==> src/rtl/cordic_rr_scheduler.sv <==
// Round-robin front-end sharing one pipelined vectoring CORDIC between NUM_REQ requesters.
// A tag pipeline matched to the CORDIC latency routes each result back to its owner.
module cordic_rr_scheduler #(
    parameter int NUM_REQ        = 4,
    parameter int XY_WIDTH       = 16,
    parameter int Z_WIDTH        = 16,
    parameter int CORDIC_LATENCY = 18
) (
    input  logic                                  i_clk,
    input  logic                                  i_rst_n,
    input  logic                                  i_hold,
    input  logic [NUM_REQ-1:0]                    i_req_valid,
    output logic [NUM_REQ-1:0]                    o_req_ready,
    input  logic [NUM_REQ*XY_WIDTH-1:0]           i_req_x,
    input  logic [NUM_REQ*XY_WIDTH-1:0]           i_req_y,
    input  logic [NUM_REQ*Z_WIDTH-1:0]            i_req_z,
    output logic                                  o_cordic_en,
    output logic                                  o_cordic_rst,
    output logic                                  o_cordic_valid_in,
    output logic [XY_WIDTH-1:0]                   o_cordic_x_in,
    output logic [XY_WIDTH-1:0]                   o_cordic_y_in,
    output logic [Z_WIDTH-1:0]                    o_cordic_z_in,
    input  logic                                  i_cordic_valid_out,
    input  logic [XY_WIDTH-1:0]                   i_cordic_x_out,
    input  logic [XY_WIDTH-1:0]                   i_cordic_y_out,
    input  logic [Z_WIDTH-1:0]                    i_cordic_z_out,
    output logic [NUM_REQ-1:0]                    o_res_valid,
    output logic [XY_WIDTH-1:0]                   o_res_x,
    output logic [XY_WIDTH-1:0]                   o_res_y,
    output logic [Z_WIDTH-1:0]                    o_res_z,
    output logic [$clog2(CORDIC_LATENCY+1)-1:0]   o_inflight,
    output logic                                  o_sync_err
);

    localparam int ID_W  = (NUM_REQ > 1) ? $clog2(NUM_REQ) : 1;
    localparam int CNT_W = $clog2(CORDIC_LATENCY+1);
    localparam logic [NUM_REQ-1:0] ONE = {{(NUM_REQ-1){1'b0}}, 1'b1};

    logic [ID_W-1:0]           r_ptr;
    logic                      r_valid_in;
    logic [ID_W-1:0]           r_id_in;
    logic [XY_WIDTH-1:0]       r_x_in;
    logic [XY_WIDTH-1:0]       r_y_in;
    logic [Z_WIDTH-1:0]        r_z_in;
    logic [CORDIC_LATENCY-1:0] r_tag_valid;
    logic [ID_W-1:0]           r_tag_id [CORDIC_LATENCY];
    logic [CNT_W-1:0]          r_inflight;
    logic [NUM_REQ-1:0]        r_res_valid;
    logic [XY_WIDTH-1:0]       r_res_x;
    logic [XY_WIDTH-1:0]       r_res_y;
    logic [Z_WIDTH-1:0]        r_res_z;
    logic                      r_sync_err;

    logic [ID_W-1:0]           w_cand [NUM_REQ];
    logic                      w_grant_found;
    logic [ID_W-1:0]           w_grant_id;
    logic                      w_transfer;
    logic [ID_W-1:0]           w_ptr_next;
    logic [XY_WIDTH-1:0]       w_sel_x;
    logic [XY_WIDTH-1:0]       w_sel_y;
    logic [Z_WIDTH-1:0]        w_sel_z;
    logic                      w_tag_out_valid;
    logic [ID_W-1:0]           w_tag_out_id;

    // Candidate order starts at the pointer and wraps, so the first hit is the round-robin winner.
    always_comb begin
        for (int i = 0; i < NUM_REQ; i++) begin
            w_cand[i] = ID_W'((int'(r_ptr) + i) % NUM_REQ);
        end
    end

    always_comb begin
        w_grant_found = 1'b0;
        w_grant_id    = '0;
        for (int i = 0; i < NUM_REQ; i++) begin
            if (!w_grant_found && i_req_valid[w_cand[i]]) begin
                w_grant_found = 1'b1;
                w_grant_id    = w_cand[i];
            end
        end
    end

    always_comb begin
        w_sel_x = '0;
        w_sel_y = '0;
        w_sel_z = '0;
        for (int k = 0; k < NUM_REQ; k++) begin
            if (ID_W'(k) == w_grant_id) begin
                w_sel_x = i_req_x[k*XY_WIDTH +: XY_WIDTH];
                w_sel_y = i_req_y[k*XY_WIDTH +: XY_WIDTH];
                w_sel_z = i_req_z[k*Z_WIDTH +: Z_WIDTH];
            end
        end
    end

    assign w_transfer      = w_grant_found & i_rst_n & ~i_hold;
    assign w_ptr_next      = (w_grant_id == ID_W'(NUM_REQ-1)) ? '0 : w_grant_id + 1'b1;
    assign w_tag_out_valid = r_tag_valid[CORDIC_LATENCY-1];
    assign w_tag_out_id    = r_tag_id[CORDIC_LATENCY-1];

    // Every state element advances only with the CORDIC enable, so hold freezes the whole loop in step.
    always_ff @(posedge i_clk or negedge i_rst_n) begin
        if (!i_rst_n) begin
            r_ptr       <= '0;
            r_valid_in  <= 1'b0;
            r_id_in     <= '0;
            r_x_in      <= '0;
            r_y_in      <= '0;
            r_z_in      <= '0;
            r_tag_valid <= '0;
            for (int k = 0; k < CORDIC_LATENCY; k++) begin
                r_tag_id[k] <= '0;
            end
            r_inflight  <= '0;
            r_res_valid <= '0;
            r_res_x     <= '0;
            r_res_y     <= '0;
            r_res_z     <= '0;
            r_sync_err  <= 1'b0;
        end else if (!i_hold) begin
            r_valid_in <= w_transfer;
            if (w_transfer) begin
                r_ptr   <= w_ptr_next;
                r_id_in <= w_grant_id;
                r_x_in  <= w_sel_x;
                r_y_in  <= w_sel_y;
                r_z_in  <= w_sel_z;
            end
            r_tag_valid <= {r_tag_valid[CORDIC_LATENCY-2:0], r_valid_in};
            r_tag_id[0] <= r_id_in;
            for (int k = 1; k < CORDIC_LATENCY; k++) begin
                r_tag_id[k] <= r_tag_id[k-1];
            end
            case ({r_valid_in, w_tag_out_valid})
                2'b10:   r_inflight <= r_inflight + 1'b1;
                2'b01:   r_inflight <= r_inflight - 1'b1;
                default: r_inflight <= r_inflight;
            endcase
            r_res_valid <= w_tag_out_valid ? (ONE << w_tag_out_id) : '0;
            if (w_tag_out_valid) begin
                r_res_x <= i_cordic_x_out;
                r_res_y <= i_cordic_y_out;
                r_res_z <= i_cordic_z_out;
            end
            if (i_cordic_valid_out != w_tag_out_valid) begin
                r_sync_err <= 1'b1;
            end
        end
    end

    assign o_req_ready       = w_transfer ? (ONE << w_grant_id) : '0;
    assign o_cordic_en       = ~i_hold;
    assign o_cordic_rst      = ~i_rst_n;
    assign o_cordic_valid_in = r_valid_in & ~i_hold;
    assign o_cordic_x_in     = r_x_in;
    assign o_cordic_y_in     = r_y_in;
    assign o_cordic_z_in     = r_z_in;
    assign o_res_valid       = i_hold ? '0 : r_res_valid;
    assign o_res_x           = r_res_x;
    assign o_res_y           = r_res_y;
    assign o_res_z           = r_res_z;
    assign o_inflight        = r_inflight;
    assign o_sync_err        = r_sync_err;

endmodule

==> config.mk <==
export PLATFORM = sky130hd
export DESIGN_NAME = cordic_rr_scheduler
export DESIGN_NICKNAME = d
export VERILOG_FILES = /design/src/rtl/cordic_rr_scheduler.sv
export SDC_FILE = /design/constraint.sdc
export NUM_CORES = 1
export LEC_CHECK = 0
export ABC_AREA = 0
export BUFFER_PORTS_ARGS = -buffer_cell sky130_fd_sc_hd__buf_2
export CAP_MARGIN = 0
export CORE_MARGIN = 8
export CORE_UTILIZATION = 48
export DETAILED_ROUTE_END_ITERATION = 16
export PLACE_DENSITY = 0.81
export SETUP_SLACK_MARGIN = 0.5
export SYNTH_ARGS = -nofsm -noshare
export SYNTH_HDL_FRONTEND = slang
export SYNTH_SLANG_ARGS = --single-unit
export TNS_END_PERCENT = 20
==> constraint.sdc <==
create_clock -name i_clk -period 2.9 [get_ports i_clk]
set_clock_uncertainty 0.2 [all_clocks]
set_input_delay 0.435 -clock i_clk [delete_from_list [all_inputs] [get_ports i_clk]]
set_output_delay 0.435 -clock i_clk [all_outputs]
set_load 0.005 [all_outputs]
; Word level (Yosys, flattened, before mapping)
; Cells that the tools add are included.
; W data, S select, Z words.
[classes]
n_addsub = 6
magnitude_cmp = 4
n_eq_ne = 7
shift = 2
mux = 33
bitwise_logic = 5
reduce_logical = 12
[op_table]
columns = op, count
row1 = $mux W16, 12
row2 = $lt A2 B3 Y1 const B, 4
row3 = $mux W4, 3
row4 = $mux W2, 5
row5 = $pmux W5 S2, 1
row6 = $bmux W1 S2, 4
row7 = $mux W1, 8
row8 = $reduce_and A2 Y1, 4
row9 = $shl A1 B2 Y4 const A, 2
row10 = $add A5 B1 Y5 const B, 1
row11 = $sub A5 B1 Y5 const B, 1
row12 = $add A2 B1 Y2 const B, 2
row13 = $add A2 B2 Y2 const B, 2
row14 = $eq A2 B2 Y1 const A, 2
row15 = $eq A2 B2 Y1 const B, 2
row16 = $and A1 B1 Y1, 3
row17 = $logic_and A1 B1 Y1, 3
row18 = $logic_not A1 Y1, 3
row19 = $eq A1 B2 Y1 const A, 1
row20 = $eq A2 B1 Y1 const B, 1
row21 = $logic_not A2 Y1, 1
row22 = $not A1 Y1, 2
row23 = $reduce_bool A2 Y1, 1
row24 = $ne A1 B1 Y1, 1
[word_totals]
ff_bits = 165
output_inout_bits = 113
wordCells = 100

; Logic depth before layout (Yosys ltp)
; Gate-level depths: netlist (run 1).
[depth]
ltp_word = 17
ltp_mapped = 11
depth_no_buf = 9

; Worst setup path before layout (run 1)
; OpenSTA, ideal clock, no wires.
[synth_path]
kind = register -> output
start = register r_ptr[1]
end = output port o_req_ready[3]
arrival_time_ns = 1.961
required_ns = 2.265
slack_ns = 0.304
stages_incl_launch_ff = 8
path_buffers = 3
path_cell_list = dfrtp_1 mux2i_1 a211oi_1 ha_1 buf_2 clkbuf_1 buf_4 and2_1
[synth_rtl]
columns = item, line
row1 = from (decl), 39  ; logic [ID_W-1:0] r_ptr;
row2 = from (signal assigned), 123  ; r_ptr <= w_ptr_next;
row3 = "parallel branches: the longest is 11 deep, another holds $add A2 B1 Y2", n/a
row4 = $mux W2 *, 76  ; if (!w_grant_found && i_req_valid[w_cand[i]]) begin
row5 = via w_grant_id[0], 56  ; logic [ID_W-1:0] w_grant_id;
row6 = $shl A1 B2 Y4 *, 151  ; assign o_req_ready = w_transfer ? (ONE << w_grant_id) : '0;
row7 = $mux W4 *, 151
row8 = to (decl), 13  ; output logic [NUM_REQ-1:0] o_req_ready,
; Mark *: on every way through the listed nets, which the timed path passes. The select of a mux whose other input is x is not followed.

; Worst setup path in the final report (run 1)
; Ends and elaborated chain as after synthesis.

==> impl_metrics.toml, run 1 <==
[pwr]
ir_worst_vdd_uv = 451
p_per_area_nw_per_um2 = 868
power.leakage_nw = 5.52

[global_route]
antenna_found_initial = 1
track_usage = 0.231
grt_pass1_vias = 7507
grt_pass1_wl_mm = 39.9
grt_max_degree = 160
grt_overflow_total = 0

[yosys]
synth_fp_nets = 1052
ys_warn_count = 0
synth-seq-cells = 165
ys_seq_area_frac = 0.499
synth.avg_cell_area_um2 = 10.4
synth.distinct_cells = 44
synthCells = 795
synth_area_um2 = 8270

[worst_setup_path]
critPathArrivalTime_ns = 1.97
r2r_start = "r_ptr[1]"
path_max_fanout = 5
start_kind = "register"
cp_data_required_time_ns = 2.27
cp_common_cell = "buf_6"
end_kind = "primary output"
cp_slowest_cell = "dfrtp_2"
crit_chain = "buf_6, nor3b_4, a211oi_2, buf_4, buf_6, ha_4, and2_1, buf_2"
reg2regPathDepth = 11
cpPeakStageDelay_ns = 0.46
r2r-end = "o_cordic_y_in[8]"
critical_path_class = "reg2out"
regToRegSetupSlack_ns = 0.41

[sta]
setup_violations = 0
timing.final.crit_period_ns = 2.60
rsz0062_at_grt = "yes"
report.final.slew_viol_count = 0
max_freq_ghz = 0.384
fin_crit_sh = 0.898
fin_hold_ws_ns = -0.0375
slew_headroom = 0.446
tns_ns = 0
worstMarginPinSlew_ns = 0.832
finalHoldViolations = 7

[routing]
avgRoutedWirePerCell_um = 19.0
routed_wl_mm = 26.3
vias = 7501
drt_iter0_markers = 418
avgViaCountPerCell = 5.40
drc = 0
first_pass_iters = 5
antenna_left = 0

[finish]
n_fill_cell = 1312
postLayoutCoreUtil = 0.661
drive_above_1_share = 0.515
num-nets-final = 1406
stdcell_count = 1388
syn_to_final_growth_pct = 36.2

[clock_tree]
clk_pin_slew_ns = 0.07
clockBufferDepth = 2
numCtsBuffers = 17
clock_sinks = 165
tritoncts = "done"
htree_levels = 4
root_buffer = "clkbuf_16"
insertion_delay_ns = 0.42

[status]
violations = "hold timing"
run_status = "finished with violations"

[placed_design]
routabilityCongestion = 0.892
port_buffers = 360
hpwl_mm = 19.4
dp.cells = 1337

[floorplanning]
initial_utilization = 0.485
core_area_um2 = 17100
floorplan.die.width_um = 147
die-area_um2 = 21700
dieHeight_um = 147
num_rows = 48
io-pin-count = 361

[run]
max_cap_viol_count = 0

[min_path]
worstHoldPathType = "in2async"
[cells in the final DEF, fill, tap and decap left out, types with 6 or more instances in the layout]
| cell type | n |
|---|---|
| a21oi_1 | 85 |
| a21oi_2 | 12 |
| a221oi_1 | 15 |
| a221oi_2 | 33 |
| buf_12 | 6 |
| buf_2 | 358 |
| buf_4 | 20 |
| buf_6 | 7 |
| clkbuf_16 | 20 |
| dfrtp_1 | 164 |
| inv_1 | 57 |
| mux2_2 | 101 |
| nand2_1 | 56 |
| nor2_1 | 96 |
| nor2b_1 | 7 |
| o21ai_0 | 44 |
[report_power, final]
| group | switching [mW] | internal, mW | leakage (nW) | total [mW] |
|---|---|---|---|---|
| Clock | 0.941 | 1.27 | 0.285 | 2.21 |
| Combinational | 1.91 | 1.91 | 3.27 | 3.82 |
| Sequential | 0.515 | 3.24 | 1.97 | 3.75 |
[cells by family after synthesis]
kind of cell	share of synthesized area
flops	0.499
fa+ha+maj	0.0145
simple gates	0.0897
mux	0.140
buf+inv	0.0711
compound gates	0.182
xor+xnor	0.00423
[worst max path at each step]
stage,to,cells past startpoint,slack (ns),startpoint
2_1_floorplan,o_req_ready[2],9,0.50,r_ptr[1]
3_3_place_gp,o_cordic_z_in[3],11,0.21,i_req_valid[0]
3_5_place_dp,o_cordic_z_in[3],11,0.08,i_req_valid[0]
4_1_cts,o_req_ready[2],7,0.34,r_ptr[1]
5_1_grt,o_req_ready[3],8,0.23,r_ptr[1]
6_report,o_req_ready[3],8,0.30,r_ptr[1]
[sequential cells by signal, indices dropped and copies added, names as in the netlist, 2 cells and up]
signal,count
r_ptr,2
o_cordic_z_in,16
o_inflight,5
w_tag_out_id,2
o_cordic_x_in,16
r_id_in,2
o_res_x,16
o_res_z,16
o_res_y,16
r_res_valid,4
o_cordic_y_in,16
r_tag_valid,18
r_tag_id,34
[cell usage after synthesis, drive strengths merged]
master | n | share of area
nand2 | 56 | 0.025
nor3 | 3 | 0.0032
inv | 58 | 0.026
a211o | 3 | 0.0032
clkbuf | 24 | 0.012
dfrtp | 165 | 0.50
fa | 1 | 0.0024
nand3 | 2 | 0.0012
and2 | 4 | 0.0030
nor4 | 2 | 0.0033
o31ai | 1 | 0.00091
mux2 | 101 | 0.14
a32o | 2 | 0.0024
nand2b | 1 | 0.00076
o21ai | 53 | 0.032
xnor2 | 1 | 0.0011
nor2 | 96 | 0.044
o22ai | 2 | 0.0015
mux2i | 2 | 0.0024
o2111ai | 1 | 0.0011
a211oi | 1 | 0.00091
or2 | 3 | 0.0023
a21o | 3 | 0.0027
buf | 38 | 0.033
o21a | 1 | 0.00091
o41ai | 1 | 0.0011
a22o | 1 | 0.0011
a21oi | 100 | 0.063
nor2b | 8 | 0.0060
xor2 | 3 | 0.0032
ha | 8 | 0.012
a22oi | 1 | 0.00091
a221oi | 48 | 0.070
nor3b | 1 | 0.00091
[critical path, delay by kind of cell (launching register included)]
kind | cells | cell delay, ns
DFF | 1 | 0.46
adders and majority gates | 1 | 0.16
buffers and inverters | 4 | 0.54
AOI/OAI and AO/OA | 1 | 0.07
and+or+nand+nor | 2 | 0.33
[metal layers]
| metal | global-route usage | wire length, um | vias to the layer above |
|---|---|---|---|
| li1 | - | - | 3474 |
| met1 | 0.273 | 10300 | 3555 |
| met2 | 0.370 | 12600 | 413 |
| met3 | 0.0747 | 2360 | 59 |
| met4 | 0.119 | 1020 | 0 |
| met5 | 0 | 0 | - |
[through the flow]
step / total power [mW] / hold WS (ns) / worst slack [ns] / instance area [um^2]
6_report: 9.78 / -0.0375 / 0.297 / 11300
5_1_grt: 10.4 / 0.0251 / 0.233 / 11300
4_1_cts: 9.66 / 0.0198 / 0.338 / 11000
3_5_place_dp: 7.32 / 0.0391 / 0.0815 / 10300
3_3_place_gp: 7.17 / 0.0381 / 0.209 / 10300
2_1_floorplan: 5.80 / -0.0606 / 0.501 / 8280
[cell type report]
cell class                 count  area, um^2  share of cell area
sequential                   165        4130               0.367
multi-input combinational    510        3760               0.334
timing repair buffer         397        2280               0.202
clock buffer                  21         470              0.0418
tap                          225         282              0.0250
inverter                      58         218              0.0193
clock inverter                11         118              0.0104
antenna                        1        2.50            0.000222
[timing repair]
item,in CTS,in global routing
cloned,0,3
setup endpoints to repair,52,57
setup buffers,10,4
hold buffers,1,0
gates resized for setup,9,43
pin swaps,4,20
endpoints found under the hold margin,6,0
No activity file was read; power rests on OpenSTA's default activity.
==> run 2, diff against run 1 <==
Settings changed: ABC_AREA 0 to 1.
==> run 2 against run 1 <==
The run ends with hold timing, setup timing left. Synthesized cell count grew 24%. Power grew 68%. Critical path depth grew 7. Sequential share of layout area shrank 1.0 points. Final area grew 2.9%. Sequential power shrank 3%. Core utilization grew 4.1 points. Global-route usage grew 2.7 points. Final cell count grew 15%. Critical path type unchanged. Largest power group unchanged.
==> impl_metrics.toml, run 2 <==
[sta]
report.final.slew_viol_count = 0
rsz0062_at_grt = "yes"
fin_crit_sh = 1.06
slew_headroom = 0.394
finalHoldViolations = 33
timing.final.crit_period_ns = 3.07
max_freq_ghz = 0.326
setup_violations = 37
fin_ws_ns = -0.168
fin_hold_ws_ns = -0.0878
worstMarginPinSlew_ns = 0.910

[placed_design]
routabilityCongestion = 0.849
hpwl_mm = 19.4
dp.cells = 1521
port_buffers = 360

[yosys]
ys_seq_area_frac = 0.513
yosys.area_share.simple = 0.214
synth-compound-area-share = 0.127
synth-seq-cells = 165
synth_area_leaders = "dfrtp_1 51%, nand2_1 19%, o21ai_0 8.1%"
synth.top_cell.area_share = 0.513
synth_top_cell_by_area = "dfrtp_1"
synth_ff_type = "dfrtp_1"
synthArstFlopShare = 1.00
muxShareOfSynthArea = 0.0671
ys_warn_count = 0
synth.avg_cell_area_um2 = 8.15
synth_area_um2 = 8060
synth.distinct_cells = 28
synth_fa_ha_area_frac = 0.0149
synthCells = 988
synth_top_family_by_area = "simple AND/OR/NAND/NOR gates"
synth.most_common_cell = "nand2_1"
synth_fp_nets = 1245
synth_edf_count = 0
synth_commonest_cells = "415 x nand2_1, 165 x dfrtp_1, 131 x o21ai_0"
synth_xor_area_frac = 0.00435

[finish]
top_regs = "r_tag_id (34), r_tag_valid (18)"
most-common-layout-cells = "379 x nand2_1, 359 x buf_2, 163 x dfrtp_1, 77 x o21ai_0, 57 x o21ai_1"
stdcell_count = 1595
regMostFlops = "r_tag_id"
drive_above_1_share = 0.428
syn_to_final_growth_pct = 43.9
num-nets-final = 1614
n_fill_cell = 1279
postLayoutCoreUtil = 0.702
largest_register_ff_count = 34
final_common_cell = "nand2_1"

[floorplanning]
num_rows = 47
dieHeight_um = 146
die-area_um2 = 21200
floorplan.die.width_um = 146
initial_utilization = 0.488
core_area_um2 = 16500
io-pin-count = 361

[clock_tree]
numCtsBuffers = 17
htree_levels = 4
tritoncts = "done"
insertion_delay_ns = 0.42
clk_pin_slew_ns = 0.07
root_buffer = "clkbuf_16"
clock_sinks = 165
ctsHoldBuffers = 0
clockBufferDepth = 2

[routing]
avgViaCountPerCell = 5.14
routed_wl_mm = 29.0
first_pass_iters = 5
vias = 8200
antenna_left = 0
drc = 0
drt_iter0_markers = 368
avgRoutedWirePerCell_um = 18.2

[worst_setup_path]
critPathArrivalTime_ns = 2.43
path_max_fanout = 4
cp_data_required_time_ns = 2.27
start_kind = "register"
end_kind = "primary output"
crit_start = "r_ptr[0]"
critical_path_class = "reg2out"
r2r_start = "r_ptr[0]"

[global_route]
grt_pass1_vias = 8193
grt_pass1_wl_mm = 43.5
grt_overflow_total = 0
grt_max_degree = 166
antenna_found_initial = 6
track_usage = 0.258

[run]
max_cap_viol_count = 0

[pwr]
ir_worst_vdd_uv = 999
p_per_area_nw_per_um2 = 1420
power.leakage_nw = 6.20

[status]
run_status = "finished with violations"
violations = "hold timing, setup timing"

[min_path]
worstHoldPathType = "in2async"
-- run 2: cell types whose count changed in the layout (fill, tap and decap cells not counted), sizes merged, moves of 4 or more --
| cell | previous run | this run |
|---|---|---|
| a21oi | 100 | 53 |
| a221oi | 48 | 0 |
| and2 | 4 | 0 |
| buf | 393 | 406 |
| diode | 1 | 5 |
| inv | 61 | 56 |
| mux2 | 101 | 48 |
| nand2 | 56 | 418 |
| nand3 | 2 | 10 |
| nor2 | 96 | 20 |
| nor2b | 8 | 0 |
| o21ai | 53 | 142 |
| o32ai | 0 | 4 |
-- run 2: kinds of logic after synthesis --
family                   count (synthesis)
AO/OA/AOI/OAI                          201
XOR/XNOR                                 4
adder cells (fa/ha/maj)                  9
buffers and inverters                  111
flip-flops                             165
multiplexers                            48
AND/OR/NAND/NOR                        450
-- run 2: timing repair --
action | in CTS | in global routing
pin swaps | 17 | 38
gates cloned | 6 | 3
setup buffers | 19 | 9
gates resized for setup | 41 | 119
setup endpoints to repair | 56 | 53
-- run 2: path summary, 6_finish.rpt --
path,slack (ns),depth (start not counted),to
max,-0.17,15,o_req_ready[1]
min,-0.09,2,o_res_x[1]
max reg2reg,-0.10,20,o_cordic_x_in[0]
min reg2reg,0.27,2,r_tag_valid[2]
max in group asynchronous,1.82,2,r_ptr[0]
min in group i_clk,0.04,2,o_res_x[6]
-- run 2: layout make-up --
class,instances,area [um^2],share of cell area
Tap cell,220,275,0.0237
Clock inverter,13,153,0.0132
Inverter,49,201,0.0174
Antenna cell,5,12.5,0.00108
Clock buffer,19,443,0.0382
Multi-Input combinational cell,712,3860,0.333
Sequential cell,165,4130,0.356
Timing Repair Buffer,412,2520,0.217
-- run 2: where the power goes --
group	switching, mW	leakage [nW]	internal, mW
logic	5.78	3.81	4.80
registers	0.480	2.10	3.16
clock network	1.00	0.294	1.25
-- run 2: stage by stage --
stage          setup TNS (ns)  hold WS, ns  power, mW  instance area (um^2)  setup slack (ns)
6_report                -2.00      -0.0878       16.5                 11600            -0.168
5_1_grt                 -8.92       0.0302       17.7                 11600            -0.274
4_1_cts                -0.605       0.0263       15.0                 11200           -0.0632
3_5_place_dp                0        0.259       11.0                 10100           0.00364
3_3_place_gp                0        0.250       10.7                 10100             0.130
2_1_floorplan               0      -0.0606       8.82                  8200             0.426
-- run 2: worst max-delay path: stages (launching register included) --
cell      delay, ns
dfrtp_2        0.46
buf_6          0.15
nand2_4        0.06
nand2_4        0.07
nand2_4        0.08
nand2_4        0.06
nor2_4         0.18
nand3_4        0.14
nand3_4        0.13
nand2_4        0.08
ha_4           0.19
buf_12         0.12
buf_12         0.12
clkinv_4       0.03
nor2_2         0.02
buf_2          0.12
-- run 2: layer usage --
| layer | global-route usage | part of all wire | up-vias |
|---|---|---|---|
| met1 | 0.283 | 0.37 | 3804 |
| met4 | 0.125 | 0.040 | 2 |
| met2 | 0.444 | 0.50 | 405 |
| met3 | 0.0827 | 0.084 | 71 |
| met5 | 0 | 0.00035 | - |
| li1 | - | - | 3918 |
